[src/rtl/debounce_multi_pkg.sv]
// debounce_multi_pkg
//   Shared definitions for the multi-channel debouncer.
//   - PRESSED / RELEASED : logical button levels after polarity correction.
//   - cnt_w()            : counter width able to hold 0..v-1 (at least 1 bit).

package debounce_multi_pkg;

  localparam logic PRESSED  = 1'b1;
  localparam logic RELEASED = 1'b0;

  // Width of a counter that must reach v-1; values below 2 are treated as 2
  // so a degenerate parameter still yields a legal 1-bit counter.
  function automatic int cnt_w(input int v);
    return (v < 2) ? 1 : $clog2(v);
  endfunction

endpackage

[src/rtl/debounce_multi_channel.sv]
// debounce_channel
//   One debounced button: synchroniser, symmetric stable-time filter,
//   press/release strobes and an optional hold/auto-repeat strobe.
// Ports:
//   i_clk      system clock
//   i_rst_n    asynchronous active-low reset
//   i_btn      raw asynchronous button input
//   o_level    debounced level, 1 = pressed
//   o_press    one-cycle strobe on accepted press
//   o_release  one-cycle strobe on accepted release
//   o_repeat   one-cycle hold/auto-repeat strobe

module debounce_channel
  import debounce_multi_pkg::*;
#(
  parameter int SYNC_STAGES   = 2,
  parameter int STABLE_CYCLES = 256,
  parameter bit ACTIVE_LOW    = 1'b0,
  parameter int HOLD_CYCLES   = 1024,
  parameter int REPEAT_CYCLES = 256
) (
  input  logic i_clk,
  input  logic i_rst_n,
  input  logic i_btn,
  output logic o_level,
  output logic o_press,
  output logic o_release,
  output logic o_repeat
);

  localparam logic RAW_IDLE = ACTIVE_LOW ? ~RELEASED : RELEASED;
  localparam int   ST_W     = cnt_w(STABLE_CYCLES);
  localparam logic [ST_W-1:0] ST_TC = ST_W'(STABLE_CYCLES - 1);

  logic [SYNC_STAGES-1:0] r_sync;
  logic [ST_W-1:0]        r_stable_cnt;
  logic                   r_level;
  logic                   r_press;
  logic                   r_release;
  logic                   w_sync_q;
  logic                   w_accept;
  logic                   w_press_acc;
  logic                   w_rel_acc;

  always_ff @(posedge i_clk or negedge i_rst_n) begin
    if (!i_rst_n) begin
      r_sync <= {SYNC_STAGES{RAW_IDLE}};
    end else begin
      r_sync <= {r_sync[SYNC_STAGES-2:0], i_btn};
    end
  end

  assign w_sync_q    = r_sync[SYNC_STAGES-1] ^ logic'(ACTIVE_LOW);
  assign w_accept    = (w_sync_q != r_level) && (r_stable_cnt == ST_TC);
  assign w_press_acc = w_accept && (w_sync_q == PRESSED);
  assign w_rel_acc   = w_accept && (w_sync_q == RELEASED);

  // Counter only advances while the synchronised value disagrees with the
  // accepted level, so any reversion restarts the stable window.
  always_ff @(posedge i_clk or negedge i_rst_n) begin
    if (!i_rst_n) begin
      r_stable_cnt <= '0;
      r_level      <= RELEASED;
      r_press      <= 1'b0;
      r_release    <= 1'b0;
    end else begin
      r_press   <= w_press_acc;
      r_release <= w_rel_acc;
      if (w_sync_q == r_level) begin
        r_stable_cnt <= '0;
      end else if (w_accept) begin
        r_stable_cnt <= '0;
        r_level      <= w_sync_q;
      end else begin
        r_stable_cnt <= r_stable_cnt + 1'b1;
      end
    end
  end

  assign o_level   = r_level;
  assign o_press   = r_press;
  assign o_release = r_release;

  if (HOLD_CYCLES > 0) begin : g_hold
    localparam int HMAX = (HOLD_CYCLES > REPEAT_CYCLES) ? HOLD_CYCLES : REPEAT_CYCLES;
    localparam int HW   = cnt_w(HMAX);
    localparam logic [HW-1:0] HOLD_TC = HW'(HOLD_CYCLES - 1);
    localparam logic [HW-1:0] REP_TC  = HW'((REPEAT_CYCLES > 0) ? REPEAT_CYCLES - 1 : 0);
    localparam bit            REP_EN  = (REPEAT_CYCLES > 0);

    logic [HW-1:0] r_hold_cnt;
    logic          r_rep_phase;   // 0: waiting for first hold strobe, 1: repeating
    logic          r_repeat;

    // The counter restarts after every strobe and never passes its terminal
    // value; with repeat disabled it parks in phase 1, so long holds stay quiet.
    always_ff @(posedge i_clk or negedge i_rst_n) begin
      if (!i_rst_n) begin
        r_hold_cnt  <= '0;
        r_rep_phase <= 1'b0;
        r_repeat    <= 1'b0;
      end else begin
        r_repeat <= 1'b0;
        if (w_press_acc || w_rel_acc) begin
          r_hold_cnt  <= '0;
          r_rep_phase <= 1'b0;
        end else if (r_level == PRESSED) begin
          if (!r_rep_phase) begin
            if (r_hold_cnt == HOLD_TC) begin
              r_repeat    <= 1'b1;
              r_hold_cnt  <= '0;
              r_rep_phase <= 1'b1;
            end else begin
              r_hold_cnt <= r_hold_cnt + 1'b1;
            end
          end else if (REP_EN) begin
            if (r_hold_cnt == REP_TC) begin
              r_repeat   <= 1'b1;
              r_hold_cnt <= '0;
            end else begin
              r_hold_cnt <= r_hold_cnt + 1'b1;
            end
          end
        end
      end
    end

    assign o_repeat = r_repeat;
  end else begin : g_no_hold
    assign o_repeat = 1'b0;
  end

endmodule

[src/rtl/debounce_multi.sv]
// debounce_multi
//   N_CH independent button debouncers with level, press/release strobes and
//   hold/auto-repeat strobe per channel.
// Ports:
//   clk          system clock
//   rst_n        asynchronous active-low reset
//   btn_in       raw asynchronous button inputs
//   btn_level    debounced levels, 1 = pressed
//   btn_press    one-cycle press strobes
//   btn_release  one-cycle release strobes
//   btn_repeat   one-cycle hold/auto-repeat strobes

module debounce_multi
  import debounce_multi_pkg::*;
#(
  parameter int N_CH          = 4,
  parameter int SYNC_STAGES   = 2,
  parameter int STABLE_CYCLES = 256,
  parameter bit ACTIVE_LOW    = 1'b0,
  parameter int HOLD_CYCLES   = 1024,
  parameter int REPEAT_CYCLES = 256
) (
  input  logic            clk,
  input  logic            rst_n,
  input  logic [N_CH-1:0] btn_in,
  output logic [N_CH-1:0] btn_level,
  output logic [N_CH-1:0] btn_press,
  output logic [N_CH-1:0] btn_release,
  output logic [N_CH-1:0] btn_repeat
);

  for (genvar gi = 0; gi < N_CH; gi++) begin : g_ch
    debounce_channel #(
      .SYNC_STAGES  (SYNC_STAGES),
      .STABLE_CYCLES(STABLE_CYCLES),
      .ACTIVE_LOW   (ACTIVE_LOW),
      .HOLD_CYCLES  (HOLD_CYCLES),
      .REPEAT_CYCLES(REPEAT_CYCLES)
    ) u_ch (
      .i_clk    (clk),
      .i_rst_n  (rst_n),
      .i_btn    (btn_in[gi]),
      .o_level  (btn_level[gi]),
      .o_press  (btn_press[gi]),
      .o_release(btn_release[gi]),
      .o_repeat (btn_repeat[gi])
    );
  end

endmodule
[config.mk]
export PLATFORM = sky130hd
export DESIGN_NAME = debounce_multi
export DESIGN_NICKNAME = d
export VERILOG_FILES = /design/src/rtl/debounce_multi_pkg.sv /design/src/rtl/debounce_multi_channel.sv /design/src/rtl/debounce_multi.sv
export SDC_FILE = /design/constraint.sdc
export NUM_CORES = 1
export LEC_CHECK = 0
export CAP_MARGIN = 20
export CELL_PAD_IN_SITES_DETAIL_PLACEMENT = 0
export CELL_PAD_IN_SITES_GLOBAL_PLACEMENT = 1
export CORE_ASPECT_RATIO = 0.7
export CORE_MARGIN = 1.5
export CORE_UTILIZATION = 42
export DETAILED_ROUTE_END_ITERATION = 10
export GPL_ROUTABILITY_DRIVEN = 0
export GPL_TIMING_DRIVEN = 0
export PLACE_DENSITY_LB_ADDON = 0.05
export REMOVE_ABC_BUFFERS = 1
export SLEW_MARGIN = 20
export SYNTH_ARGS = -nofsm -noshare
export SYNTH_HDL_FRONTEND = slang
export SYNTH_SLANG_ARGS = --single-unit
[constraint.sdc]
create_clock -name clk -period 1.5 [get_ports clk]
set_input_delay 0.15 -clock clk [delete_from_list [all_inputs] [get_ports clk]]
set_output_delay 0.15 -clock clk [all_outputs]
set_load 0.01 [all_outputs]
==> impl_metrics.ini <==
[status]
status = complete, but fails checks
violations = setup timing

[logic_synthesis]
ys_seq_elements = 100
synth_ff_type = dfrtp_1
synth_fa_ha_area_share_pct = 2.067
synth_cell_type_count = 59
synthMuxAreaShare_pct = 1.085
ys_seq_area_share_pct = 51.67
synth_edf_count = 0
avgSynthCellArea_um2 = 10.35
yosys.area.top_type = dfrtp_1
synth-compound-area-share_pct = 11.75
synth.area.top_cells = dfrtp_1 52%, nor2_1 4.0%, xor2_1 3.6%
synth_simple_gate_area_share_pct = 23.07
ys_async_sr_fraction_pct = 100.0
ys_warn_count = 0
synth_top_family_by_area = simple AND/OR/NAND/NOR gates
netlist_area_um2 = 4843
synth_xor_area_share_pct = 6.148
netlist_instances = 468
synth_top_cell_area_share_pct = 51.67

[timing]
setup_viol = 17
max_freq_mhz = 599.6
rsz0062_at_grt = true
period_share_pct = 111.2
hold_slack_ns = 0.2309
hold_violations = 0
slew_headroom_pct = 76.24
layout_setup_ws_ns = -0.1678
fin_crit_ns = 1.668
tightest_slew_ns = 0.3564
finClkSkew_ns = 0.008340
fin_tns_setup_ns = -1.311
slew_viol_final = 0

[worst_setup_path]
ff2ff_path_depth = 5
path_max_fanout = 12
critPathKind = reg2reg
endpoint_kind = flip-flop
worst_setup_path_start_kind = flip-flop
required_ns = 1.74
timing.reg2reg.setup_slack_ns = -0.17
cp.arrival_ns = 1.91

[place]
placedCellCount = 617
io_buffers = 21
dpl.hpwl_um = 6129
place_area_um2 = 5100
pre_cts_ws_ns = -0.6442

[drt]
post_drt_wl_per_cell_um = 15.25
drtIter0Drc = 221
route.detailed.drc = 0
vias = 3656
wl_um = 10280
vias_per_cell = 5.424
antenna_left = 0
first_pass_iters = 6

[floorplan]
die_area_um2 = 12200
start_util_pct = 43.51
core-area_um2 = 11130
fp-row-count = 32
dieHeight_um = 92.85
chipWidth_um = 131.4
io_pins = 22

[flow_run]
cap_violations = 0

[layout]
multi_input_area_um2 = 2426
filler_cell_count = 1014
final_cells = 674
nNetsFinal = 530
final_common_cell = dfrtp_1
final_util_pct = 54.02
diodes = 0
drive_gt1_share_pct = 21.88
ff_latch_area_um2 = 2510
mostFrequentLayoutCells = 96 x dfrtp_1, 47 x nor2_1, 34 x buf_4, 33 x nand2_1, 23 x nand3_1
final_cell_area_um2 = 6013
syn_to_final_growth_pct = 24.15

[grt]
antenna_found_initial = 0
grtUsageTotal_pct = 17.79
grt_pass1_vias = 3526
grt_max_degree = 71
grt_pass1_wl_um = 17390
grt.overflow.total = 0

[pwr]
power_mw = 5.213
vdd_drop_max_mv = 0.5970
p_leak_nw = 2.571
p_per_area_nw_per_um2 = 866.9

[cts]
cts_buffer_depth = 2
cts_tree = done
clk_latency_ns = 0.35
ctsRootBufferMaster = clkbuf_16
clkTransAtPathRegs_ns = 0.08
htree_levels = 3
cts.sinks = 100
numCtsBuffers = 9

[min_path]
hold-path-cell-count = 1
hp-class = in2reg
[repair_timing]
action / in CTS / in global routing
pin swaps: 12 / 12
hold endpoints to repair: 30 / 0
hold buffers: 1 / 0
setup endpoints to repair: 67 / 69
gates cloned: 0 / 1
resized for setup: 45 / 30
setup buffers: 24 / 15
[cells by family after synthesis]
| kind of cell | count (synthesis) |
|---|---|
| compound gates | 77 |
| fa+ha+maj | 8 |
| xor+xnor | 34 |
| mux | 5 |
| flops | 100 |
| simple gates | 210 |
| buf+inv | 34 |
[worst max-delay path: stages, from the launching register on]
cell and delay (ns):
dfrtp_1 0.39, or3b_4 0.41, a211oi_4 0.29, buf_12 0.17, nor2_4 0.04, mux2_2 0.25
[synth_stat cells (all sizes together), types with 5 or more instances]
cell    number
a211oi       5
a21o         6
a21oi        6
a22o         6
and2         8
and3        20
buf         21
clkbuf       5
dfrtp      100
ha           8
inv          8
nand2       35
nand3       28
nand4       12
nor2        54
nor3        13
nor3b        9
nor4         7
o21a         6
o21ai       18
o22ai        5
o311ai       5
xnor2       14
xor2        20
[routing by layer]
layer  GRT usage, %  vias to the layer above  routed length [um]
met3          4.379                       15                 327
met4          5.463                        0                 154
met5              0                        -                   0
met2          26.06                       52                4294
met1          25.93                     1805                5503
li1               -                     1784                   -
[path summary, 6_finish.rpt]
kind	startpoint	to
worst max-delay path	g_ch[3].u_ch.g_hold.r_hold_cnt[9]	g_ch[3].u_ch.g_hold.r_hold_cnt[0]
worst min-delay path	btn_in[2]	g_ch[2].u_ch.r_sync[0]
worst max register to register	g_ch[3].u_ch.g_hold.r_hold_cnt[9]	g_ch[3].u_ch.g_hold.r_hold_cnt[0]
worst min register to register	g_ch[3].u_ch.r_sync[0]	g_ch[3].u_ch.r_sync[1]
max in group asynchronous	rst_n	g_ch[3].u_ch.o_level
min in group asynchronous	rst_n	g_ch[1].u_ch.g_hold.r_hold_cnt[9]
[registers in the layout, summed over array words and instances, names as in the netlist]
name                          count
g_ch.u_ch.g_hold.r_hold_cnt      40
g_ch.u_ch.g_hold.r_rep_phase      4
g_ch.u_ch.o_level                 4
g_ch.u_ch.o_press                 4
g_ch.u_ch.o_release               4
g_ch.u_ch.o_repeat                4
g_ch.u_ch.r_stable_cnt           32
g_ch.u_ch.r_sync                  8
[area by class of cell]
type | count | share of cell area (%)
well taps | 153 | 3.184
multi-input cells | 335 | 40.35
clock inverters | 7 | 0.9988
flip-flops and latches | 100 | 41.74
inverters | 8 | 0.4994
repair buffers | 62 | 9.488
clock buffers | 9 | 3.745
[power breakdown]
group          internal (mW)  leakage [nW]  switching [mW]
clock network           1.15         0.137            1.11
registers               2.73          1.36          0.0420
logic                 0.0726          1.07           0.104
Power figures use the tool's default switching activity.
==> RTL edit, RTL diff (same flow settings) <==
Change the parameter `N_CH` from 4 to 6.
--- a/src/rtl/debounce_multi.sv
+++ b/src/rtl/debounce_multi.sv
@@ -13,7 +13,7 @@
 module debounce_multi
   import debounce_multi_pkg::*;
 #(
-  parameter int N_CH          = 4,
+  parameter int N_CH          = 6,
   parameter int SYNC_STAGES   = 2,
   parameter int STABLE_CYCLES = 256,
   parameter bit ACTIVE_LOW    = 1'b0,
Interface: changed (5 resized); port bits go from 22 to 32. The function was not compared with the original's and may differ.
==> RTL edit against the unedited design <==
The flow still finishes with violations (setup timing); area after synthesis grew 50%; core utilization is 1.7 points higher; design area is 58% higher; worst setup slack improved by 0.053 ns; power grew 68%; via count is 56% higher; global-route usage is 1.1 points higher; sequential cell count is 50 higher; clock skew fell by 0.0016 ns; routed wire length is 60% higher; first-iteration DRC count rose by 70%.
==> RTL edit: results (changes against the unedited design) <==
{
  "status": {"value": "finished with violations", "change": "unchanged"},
  "failed_checks": {"value": "setup timing", "change": "unchanged"},
  "yosys-top-cells-area": {"value": "dfrtp_1 52%, xor2_1 4.1%, nor2_1 4.0%", "change": "was dfrtp_1 52%, nor2_1 4.0%, xor2_1 3.6%"},
  "place_inst": {"value": 941, "change": "was 617"},
  "avgViaCountPerCell": {"value": 5.40, "change": "was 5.42"},
  "synth_sequential_area_ratio": {"value": 51.6, "unit": "%", "change": "was 51.7%"},
  "final.setup.worst_slack": {"value": -0.115, "unit": "ns", "change": "was -0.168 ns"},
  "fin_skew": {"value": 0.00673, "unit": "ns", "change": "was 0.00834 ns"},
  "post_dp_cell_area": {"value": 7630, "unit": "um2", "change": "was 5100 um2"},
  "gr-usage-met2": {"value": 29.3, "unit": "%", "change": "was 26.1%"},
  "tritoncts.num_buffers": {"value": 17, "change": "was 9"},
  "setup_viol_count_final": {"value": 16, "change": "was 17"},
  "post_drt_wl_per_cell": {"value": 15.5, "unit": "um", "change": "was 15.3 um"},
  "level_count_of_the_clock_h_tree": {"value": 4, "change": "was 3"},
  "cellInternalPower": {"value": 6940, "unit": "uW", "change": "was 3960 uW"},
  "cts_repair_resize_count": {"value": 100, "change": "was 45"},
  "n_fill_cell": {"value": 1433, "change": "was 1014"},
  "dpl.hpwl": {"value": 9240, "unit": "um", "change": "was 6130 um"},
  "met1_length": {"value": 8100, "unit": "um", "change": "was 5500 um"},
  "global_route_wire_length_before_repair": {"value": 27500, "unit": "um", "change": "was 17400 um"},
  "pin_count_of_the_biggest_net_entering_global_routing": {"value": 99, "change": "was 71"},
  "grt_pass1_vias": {"value": 5568, "change": "was 3526"},
  "cts_setup_buffers": {"value": 56, "change": "was 24"},
  "dr.pass1.iters": {"value": 5, "change": "was 6"},
  "drive_gt1_share": {"value": 28.4, "unit": "%", "change": "was 21.9%"},
  "biggestRegsByFlops": {"value": "g_ch.u_ch.g_hold.r_hold_cnt (60), g_ch.u_ch.r_stable_cnt (48), g_ch.u_ch.r_sync (12)", "change": "was g_ch.u_ch.g_hold.r_hold_cnt (40), g_ch.u_ch.r_stable_cnt (32), g_ch.u_ch.r_sync (8)"},
  "clk_latency": {"value": 0.43, "unit": "ns", "change": "was 0.35 ns"},
  "timing.slew.headroom": {"value": 66.4, "unit": "%", "change": "was 76.2%"},
  "power_top_consumer": {"value": "the clock network", "change": "was sequential cells"},
  "globalRouteMet1Util": {"value": 26.2, "unit": "%", "change": "was 25.9%"},
  "post_synth_num_cell_types": {"value": 64, "change": "was 59"}
}
## RTL edit: cell types whose count changed after synthesis, moves of 8 or more
cell      delta
nor2_1      +26
dfrtp_1     +50
a21oi_1     +20
nand2_1     +34
and2_1       +8
xor2_1      +14
a41oi_1      +8
o21ai_0      +8
nand3_1     +14
clkbuf_1    +13
a211oi_1    +14
## RTL edit: worst paths after layout
kind                                                      to                    startpoint  slack, ns  cells after the start
max                        g_ch[2].u_ch.g_hold.r_hold_cnt[0]  g_ch[2].u_ch.r_stable_cnt[0]      -0.11                      4
min                                   g_ch[1].u_ch.r_sync[0]                     btn_in[1]       0.17                      1
max reg2reg                g_ch[2].u_ch.g_hold.r_hold_cnt[0]  g_ch[2].u_ch.r_stable_cnt[0]      -0.11                      4
min reg2reg                           g_ch[0].u_ch.r_sync[1]        g_ch[0].u_ch.r_sync[0]       0.35                      0
max in group asynchronous               g_ch[5].u_ch.o_level                         rst_n       0.40                      3
min in group asynchronous  g_ch[2].u_ch.g_hold.r_hold_cnt[9]                         rst_n       0.25                      2
## RTL edit: final cells by class
type	instances	area [um2]	area share, %
clock buffers	25	526	5.52
multi-input cells	518	3770	39.6
repair buffers	120	1030	10.8
well taps	231	289	3.04
clock inverters	3	65.1	0.684
inverters	11	45.0	0.473
flip-flops and latches	150	3790	39.8
## RTL edit: worst max-delay path: stages, from the launching register on
cell and delay, ns:
dfrtp_1 0.39, ha_4 0.17, nand3_4 0.11, or4_4 0.58, a31o_4 0.25
## RTL edit: cell families (layout without fill, tap and decap cells)
logic type	count (synthesis)	after routing	share of synthesized area [%]
XOR/XNOR	52	52	6.26
adder cells (fa/ha/maj)	12	12	2.06
buffers and inverters	59	159	4.43
multiplexers	3	3	0.413
flip-flops	150	150	51.6
AND/OR/NAND/NOR	308	309	21.6
AO/OA/AOI/OAI	142	142	13.7
